--- src/rtl/regbank_pkg.sv ---
// Shared definitions for the register-bank sequencer: opcodes, FSM states, default widths.
// Latency: n/a (declarations only).
// Backpressure: n/a.
package regbank_pkg;

  localparam int DEF_DATA_W = 32;
  localparam int DEF_ADDR_W = 5;

  localparam logic [2:0] OP_ADD = 3'd0;
  localparam logic [2:0] OP_SUB = 3'd1;
  localparam logic [2:0] OP_AND = 3'd2;
  localparam logic [2:0] OP_OR  = 3'd3;
  localparam logic [2:0] OP_XOR = 3'd4;
  localparam logic [2:0] OP_SLL = 3'd5;
  localparam logic [2:0] OP_LI  = 3'd6;
  localparam logic [2:0] OP_MOV = 3'd7;

  typedef enum logic [1:0] {
    ST_INIT,
    ST_IDLE,
    ST_EXEC,
    ST_WB
  } state_t;

endpackage

--- src/rtl/regbank_alu.sv ---
// Purely combinational ALU for the sequencer: opcode + two bank operands + immediate -> result.
// Latency: zero cycles (combinational).
// Backpressure: none; the caller decides when the output is captured.
module regbank_alu
  import regbank_pkg::*;
#(
  parameter int DATA_W = DEF_DATA_W
) (
  input  logic [2:0]        opcode,
  input  logic [DATA_W-1:0] a,
  input  logic [DATA_W-1:0] b,
  input  logic [15:0]       imm,
  output logic [DATA_W-1:0] y
);

  // Select the operation; ADD/SUB wrap naturally, shift amount is the low five bits of b.
  always_comb begin
    y = '0;
    case (opcode)
      OP_ADD:  y = a + b;
      OP_SUB:  y = a - b;
      OP_AND:  y = a & b;
      OP_OR:   y = a | b;
      OP_XOR:  y = a ^ b;
      OP_SLL:  y = a << b[4:0];
      OP_LI:   y = {{(DATA_W-16){imm[15]}}, imm};
      OP_MOV:  y = a;
      default: y = '0;
    endcase
  end

endmodule

--- src/rtl/regbank_sequencer.sv ---
// Command master for the register bank: clears the bank after reset, then runs one instruction at a time.
// Latency: accept edge A, read/ALU in A+1, write-back and done in A+2, ready again in A+3.
// Backpressure: instr_ready is high only in IDLE; a held instr_valid is consumed exactly once.
module regbank_sequencer
  import regbank_pkg::*;
#(
  parameter int DATA_W = DEF_DATA_W,
  parameter int ADDR_W = DEF_ADDR_W
) (
  input  logic              clk,
  input  logic              reset,
  input  logic              instr_valid,
  output logic              instr_ready,
  input  logic [2:0]        opcode,
  input  logic [ADDR_W-1:0] rd,
  input  logic [ADDR_W-1:0] rs1,
  input  logic [ADDR_W-1:0] rs2,
  input  logic [15:0]       imm,
  output logic [ADDR_W-1:0] sr1,
  output logic [ADDR_W-1:0] sr2,
  input  logic [DATA_W-1:0] rdData1,
  input  logic [DATA_W-1:0] rdData2,
  output logic [ADDR_W-1:0] dr,
  output logic [DATA_W-1:0] wrData,
  output logic              write,
  output logic [DATA_W-1:0] result,
  output logic              done,
  output logic              init_done
);

  state_t            state, state_nxt;
  // One extra bit so the sweep can tell "index 31 written" from "still sweeping".
  logic [ADDR_W:0]   cnt, cnt_nxt;
  logic [2:0]        op_q, op_nxt;
  logic [ADDR_W-1:0] rd_q, rd_nxt;
  logic [15:0]       imm_q, imm_nxt;

  logic              ready_nxt, write_nxt, done_nxt, init_done_nxt;
  logic [ADDR_W-1:0] sr1_nxt, sr2_nxt, dr_nxt;
  logic [DATA_W-1:0] wrdata_nxt, result_nxt;
  logic [DATA_W-1:0] alu_y;

  regbank_alu #(.DATA_W(DATA_W)) u_alu (
    .opcode (op_q),
    .a      (rdData1),
    .b      (rdData2),
    .imm    (imm_q),
    .y      (alu_y)
  );

  // Next-state and next-output logic; every output is registered below.
  always_comb begin
    state_nxt     = state;
    cnt_nxt       = cnt;
    op_nxt        = op_q;
    rd_nxt        = rd_q;
    imm_nxt       = imm_q;
    ready_nxt     = 1'b0;
    write_nxt     = 1'b0;
    done_nxt      = 1'b0;
    init_done_nxt = init_done;
    sr1_nxt       = sr1;
    sr2_nxt       = sr2;
    dr_nxt        = dr;
    wrdata_nxt    = wrData;
    result_nxt    = result;
    case (state)
      ST_INIT: begin
        if (!cnt[ADDR_W]) begin
          write_nxt  = 1'b1;
          dr_nxt     = cnt[ADDR_W-1:0];
          wrdata_nxt = '0;
          cnt_nxt    = cnt + (ADDR_W+1)'(1);
        end else begin
          ready_nxt     = 1'b1;
          init_done_nxt = 1'b1;
          state_nxt     = ST_IDLE;
        end
      end
      ST_IDLE: begin
        if (instr_valid && instr_ready) begin
          op_nxt    = opcode;
          rd_nxt    = rd;
          imm_nxt   = imm;
          sr1_nxt   = rs1;
          sr2_nxt   = rs2;
          state_nxt = ST_EXEC;
        end else begin
          ready_nxt = 1'b1;
        end
      end
      ST_EXEC: begin
        // Sources are read here, before the write-back commits, so rd==rs sees the old value.
        result_nxt = alu_y;
        wrdata_nxt = alu_y;
        dr_nxt     = rd_q;
        write_nxt  = 1'b1;
        done_nxt   = 1'b1;
        state_nxt  = ST_WB;
      end
      ST_WB: begin
        ready_nxt = 1'b1;
        state_nxt = ST_IDLE;
      end
      default: state_nxt = ST_INIT;
    endcase
  end

  // State, latch and output registers; reset drops any in-flight instruction and restarts the sweep.
  always_ff @(posedge clk) begin
    if (!reset) begin
      state       <= ST_INIT;
      cnt         <= '0;
      op_q        <= '0;
      rd_q        <= '0;
      imm_q       <= '0;
      instr_ready <= 1'b0;
      sr1         <= '0;
      sr2         <= '0;
      dr          <= '0;
      wrData      <= '0;
      write       <= 1'b0;
      result      <= '0;
      done        <= 1'b0;
      init_done   <= 1'b0;
    end else begin
      state       <= state_nxt;
      cnt         <= cnt_nxt;
      op_q        <= op_nxt;
      rd_q        <= rd_nxt;
      imm_q       <= imm_nxt;
      instr_ready <= ready_nxt;
      sr1         <= sr1_nxt;
      sr2         <= sr2_nxt;
      dr          <= dr_nxt;
      wrData      <= wrdata_nxt;
      write       <= write_nxt;
      result      <= result_nxt;
      done        <= done_nxt;
      init_done   <= init_done_nxt;
    end
  end

endmodule
--- config.mk ---
export PLATFORM = sky130hd
export DESIGN_NAME = regbank_sequencer
export DESIGN_NICKNAME = d
export VERILOG_FILES = /design/src/rtl/regbank_pkg.sv /design/src/rtl/regbank_alu.sv /design/src/rtl/regbank_sequencer.sv
export SDC_FILE = /design/constraint.sdc
export NUM_CORES = 1
export LEC_CHECK = 0
export CORE_AREA = 2 2 165 167
export DETAILED_ROUTE_END_ITERATION = 10
export DIE_AREA = 0 0 167 169
export RECOVER_POWER = 100
export SYNTH_ARGS = -nofsm -noshare
export SYNTH_HDL_FRONTEND = slang
export SYNTH_SLANG_ARGS = --single-unit
--- constraint.sdc ---
create_clock -name clk -period 14.3 [get_ports clk]
set_clock_uncertainty 0.2 [all_clocks]
set_input_delay 1.43 -clock clk [delete_from_list [all_inputs] [get_ports clk]]
set_output_delay 1.43 -clock clk [all_outputs]
set_load 0.01 [all_outputs]
==> reports/qor.log <==
[run_status] status finished with violations
[grt] pin count of the biggest net entering global routing 85
[logic_synthesis] Synth async-reset ratio 0%
[setup_path] number of cells traversed by the worst register-to-register path 15
[placement] post-placement cell area 12400 um^2
[run_status] failing checks max-capacitance violations, max-slew violations
[setup_path] family with the most delay on the worst path simple AND/OR/NAND/NOR gates
[detailed_routing] number of detailed-routing iterations run before antenna repair 6
[clock_tree] clock-pin slew of the registers on the worst-case setup and hold paths 60 ps
[clock_tree] CTS buffer count 17
[hold_path] hold path cells 2
[timing] Setup-failing EPs final 0
[placement] cell count after placement 1843
[placement] post-detail-place hpwl 30500 um
[placement] Port-buffer cells 183
[clock_tree] number of buffers added to fix hold violations after cts 0
[finish] register cell area after layout 2300 um^2
[clock_tree] number of clock sinks seen by CTS 115
[logic_synthesis] Synth Register Bits 115
[logic_synthesis] number of flops mapped to enable cells by yosys 0
[logic_synthesis] most frequent cell after synthesis nand2_1
[hold_path] beginning of the worst hold path wrData[10]
[power] Leakage Power 5.40 nW
[die] top-level I/O count 184
[logic_synthesis] count of synthesis-stage warnings from yosys 0
[timing] Slew HR -151%
[finish] count of placed standard cells in the final layout, fillers left out 1875
[die] die height 169 um
[setup_path] capturing point of the worst reg2reg path result[30]
[finish] Total Nets Final 1726
[logic_synthesis] area of the mapped netlist 10400 um^2
[detailed_routing] sum of routed wire length over all layers 39400 um
[finish] growth of design area from synthesis to finish 24.5%
[die] starting utilization of the core area 39.4%
[clock_tree] CTS tree yes
[timing] setup repair after global routing missed its margin false
[hold_path] hold-critical path endpoint wrData[10]
[die] DIE AREA 28200 um^2
[finish] area of all placed cells without fillers 13000 um^2
[setup_path] kind of start point of the critical path input port
[clock_tree] Setup Fix Bufs, Post-CTS 0
[clock_tree] maximum count of clock buffers along a single path 2
[setup_path] Crit Path Max Fanout 16
[setup_path] critical path's slowest cell dlygate4sd3_1
[die] Std-Cell Rows 60
[setup_path] buffer and inverter count on the worst path 2
[setup_path] data arrival time of the critical path 6660 ps
[logic_synthesis] synth unique cells 77
[setup_path] required time of the worst setup path 14390 ps
[logic_synthesis] instance count of the mapped netlist 1395
[placement] RD Place Congestion 0.922
[placement] post-placement worst setup slack 7690 ps
[logic_synthesis] synth cell count leaders nand2_1, a21oi_1, nor2_1
[finish] number of diodes added for antenna fixing 0
[grt] total track usage 27.7%
[grt] remaining global-route overflow 0
[logic_synthesis] post-synth top area share 22.0%
[grt] vias in the first global route 10300
[grt] wire length of the first global-routing pass 61000 um
[timing] Hold Fails Final Rpt 0
[detailed_routing] post-route antenna net violation count 0
[logic_synthesis] top_reg_cell synth dfxtp_1
[logic_synthesis] dominant cell type by area after synthesis dfxtp_1
[timing] Slew Limit Fails 85
[logic_synthesis] nets in the synthesized netlist 1600
[setup_path] number of cells on the critical path 19
[timing] slew at the pin with the worst max-slew slack 3770 ps
[detailed_routing] number of remaining DRC errors 0
[detailed_routing] detail-routed net length per standard cell 21.0 um
[setup_path] launch instance of the worst register-to-register path op_q[0]
[finish] multi-input combinational cell area 7380 um^2
[timing] fin crit share 45.9%
[setup_path] Worst R2R Setup Slack 8270 ps
[timing] maximum frequency from static timing analysis 0.152 GHz
[finish] ratio of cells with drive above 1 in the final layout 6.65%
[die] Horiz. Die Dim 167 um
[flow_run] maximum capacitance violations 1
[timing] Total Negative Setup Slacks 0 ps
[clock_tree] quantity of gates resized following cts 0
[finish] filler instances 2659
[hold_path] path class of the lowest-slack min-delay path flip-flop to flip-flop
[clock_tree] CTS Root Buffer Type clkbuf_16
[detailed_routing] first-iteration detailed-routing DRC count 961
[logic_synthesis] synthesized area per cell 7.49 um^2
[logic_synthesis] sequential fraction of the synthesis area 22.0%
[setup_path] Worst setup EP type flip-flop
[timing] post-route setup slack 7730 ps
[setup_path] max incr delay on CP 780 ps
[setup_path] sequence of cells on the critical path dlygate4sd3_1 -> or2_0 -> or2_2 -> or3_1 -> nor3_1 -> nand2_1 -> nor3_1 -> a21oi_1 -> xnor2_1 -> ha_1 -> inv_1 -> nor3_1 -> nand3_1 -> a221oi_1 -> a21oi_1 -> xor2_1 -> a211oi_1 -> nand2_1 -> a21oi_1
[timing] post-layout minimum cycle time 6570 ps
[logic_synthesis] synth top area cells dfxtp_1, ha_1, nand2_1, a21oi_1, mux4_2
[clock_tree] number of levels in the clock H-tree 4
[die] area of the placeable core 26500 um^2
[detailed_routing] Vias 10900
[power] worst IR drop on VDD 0.0718 mV
[clock_tree] insertion delay of the later-clocked pin in the worst-skew pair 420 ps
[detailed_routing] Vias per Instance 5.83
[finish] Final Core Density 49.1%
[power] power density over the cells 82.1 nW/um^2
[setup_path] Crit Path Class input port to flip-flop
[grt] number of antenna violations at the first check in global routing 1
-- state kept, by name, summed over array words and instances (netlist names), 2 cells and up --
register  flops
result       32
sr1           5
dr            5
op_q          3
state         2
rd_q          5
imm_q        16
sr2           5
wrData       32
cnt           6
-- worst reg2reg max path: cells and delay by family (launching register included) --
kind,cells,cell delay [ps]
AO/OA/AOI/OAI,8,2310
XOR/XNOR,2,270
adder cells (fa/ha/maj),1,370
buffers and inverters,2,1260
flip-flops,1,310
AND/OR/NAND/NOR,2,1020
-- cells by family after synthesis --
kind of cell    count (synthesis)  synth area share, %
flops                         115                 22.0
simple gates                  425                 17.4
xor+xnor                       55                 4.61
buf+inv                       185                 7.12
compound gates                432                 25.6
mux                            79                 10.7
fa+ha+maj                     104                 12.5
-- layer usage --
metal	global-route usage, %	vias up	routed length (um)
met5	0	-	11
met4	12.1	2	1690
met3	5.07	90	2400
met2	45.9	384	18500
met1	35.2	5247	16700
li1	-	5214	-
-- through the flow --
stage	power [mW]	hold WS [ps]
finish	1.07	249
global placement	0.654	236
floorplan	0.537	232
CTS	1.08	252
detailed placement	0.654	243
global route	1.12	274
-- layout make-up --
type | instances | area share [%]
clock buffer | 17 | 3.27
clock inverter | 15 | 1.20
inverter | 89 | 2.57
multi-input combinational | 1095 | 56.8
sequential | 115 | 17.7
tap | 341 | 3.28
timing repair buffer | 203 | 15.2
-- how the worst max path moves through the flow --
stage	startpoint	endpoint	slack, ps
finish	rdData2[3]	wrData[27]	7730
detailed placement	rdData2[3]	result[31]	7690
global route	rdData2[3]	wrData[27]	7160
floorplan	rdData2[0]	result[31]	8680
CTS	rdData2[3]	result[31]	8130
global placement	rdData2[3]	result[31]	7830
-- where the power goes --
group	leakage [nW]	switching (mW)	internal, mW
Sequential	0.928	0.00719	0.330
Combinational	4.19	0.184	0.127
Clock	0.283	0.174	0.247
-- layout by cell type (no fill, tap or decap), drive strengths merged, types with 11 or more instances in the layout --
| cell type | netlist | final |
|---|---|---|
| xor2 | 12 | 12 |
| a221oi | 14 | 14 |
| mux4 | 25 | 25 |
| a21oi | 157 | 157 |
| mux2 | 11 | 11 |
| dlygate4sd3 | 0 | 86 |
| mux2i | 43 | 43 |
| clkdlybuf4s50 | 0 | 96 |
| nand2 | 218 | 218 |
| a31oi | 11 | 11 |
| ha | 103 | 103 |
| buf | 28 | 20 |
| o211ai | 20 | 20 |
| nor3 | 22 | 22 |
| nor2 | 116 | 116 |
| xnor2 | 43 | 43 |
| dfxtp | 115 | 115 |
| a22oi | 12 | 12 |
| o21ai | 110 | 110 |
| nand3 | 21 | 21 |
| inv | 85 | 95 |
| clkbuf | 68 | 18 |
| a211oi | 17 | 17 |
(Power assumes the default switching activity.)
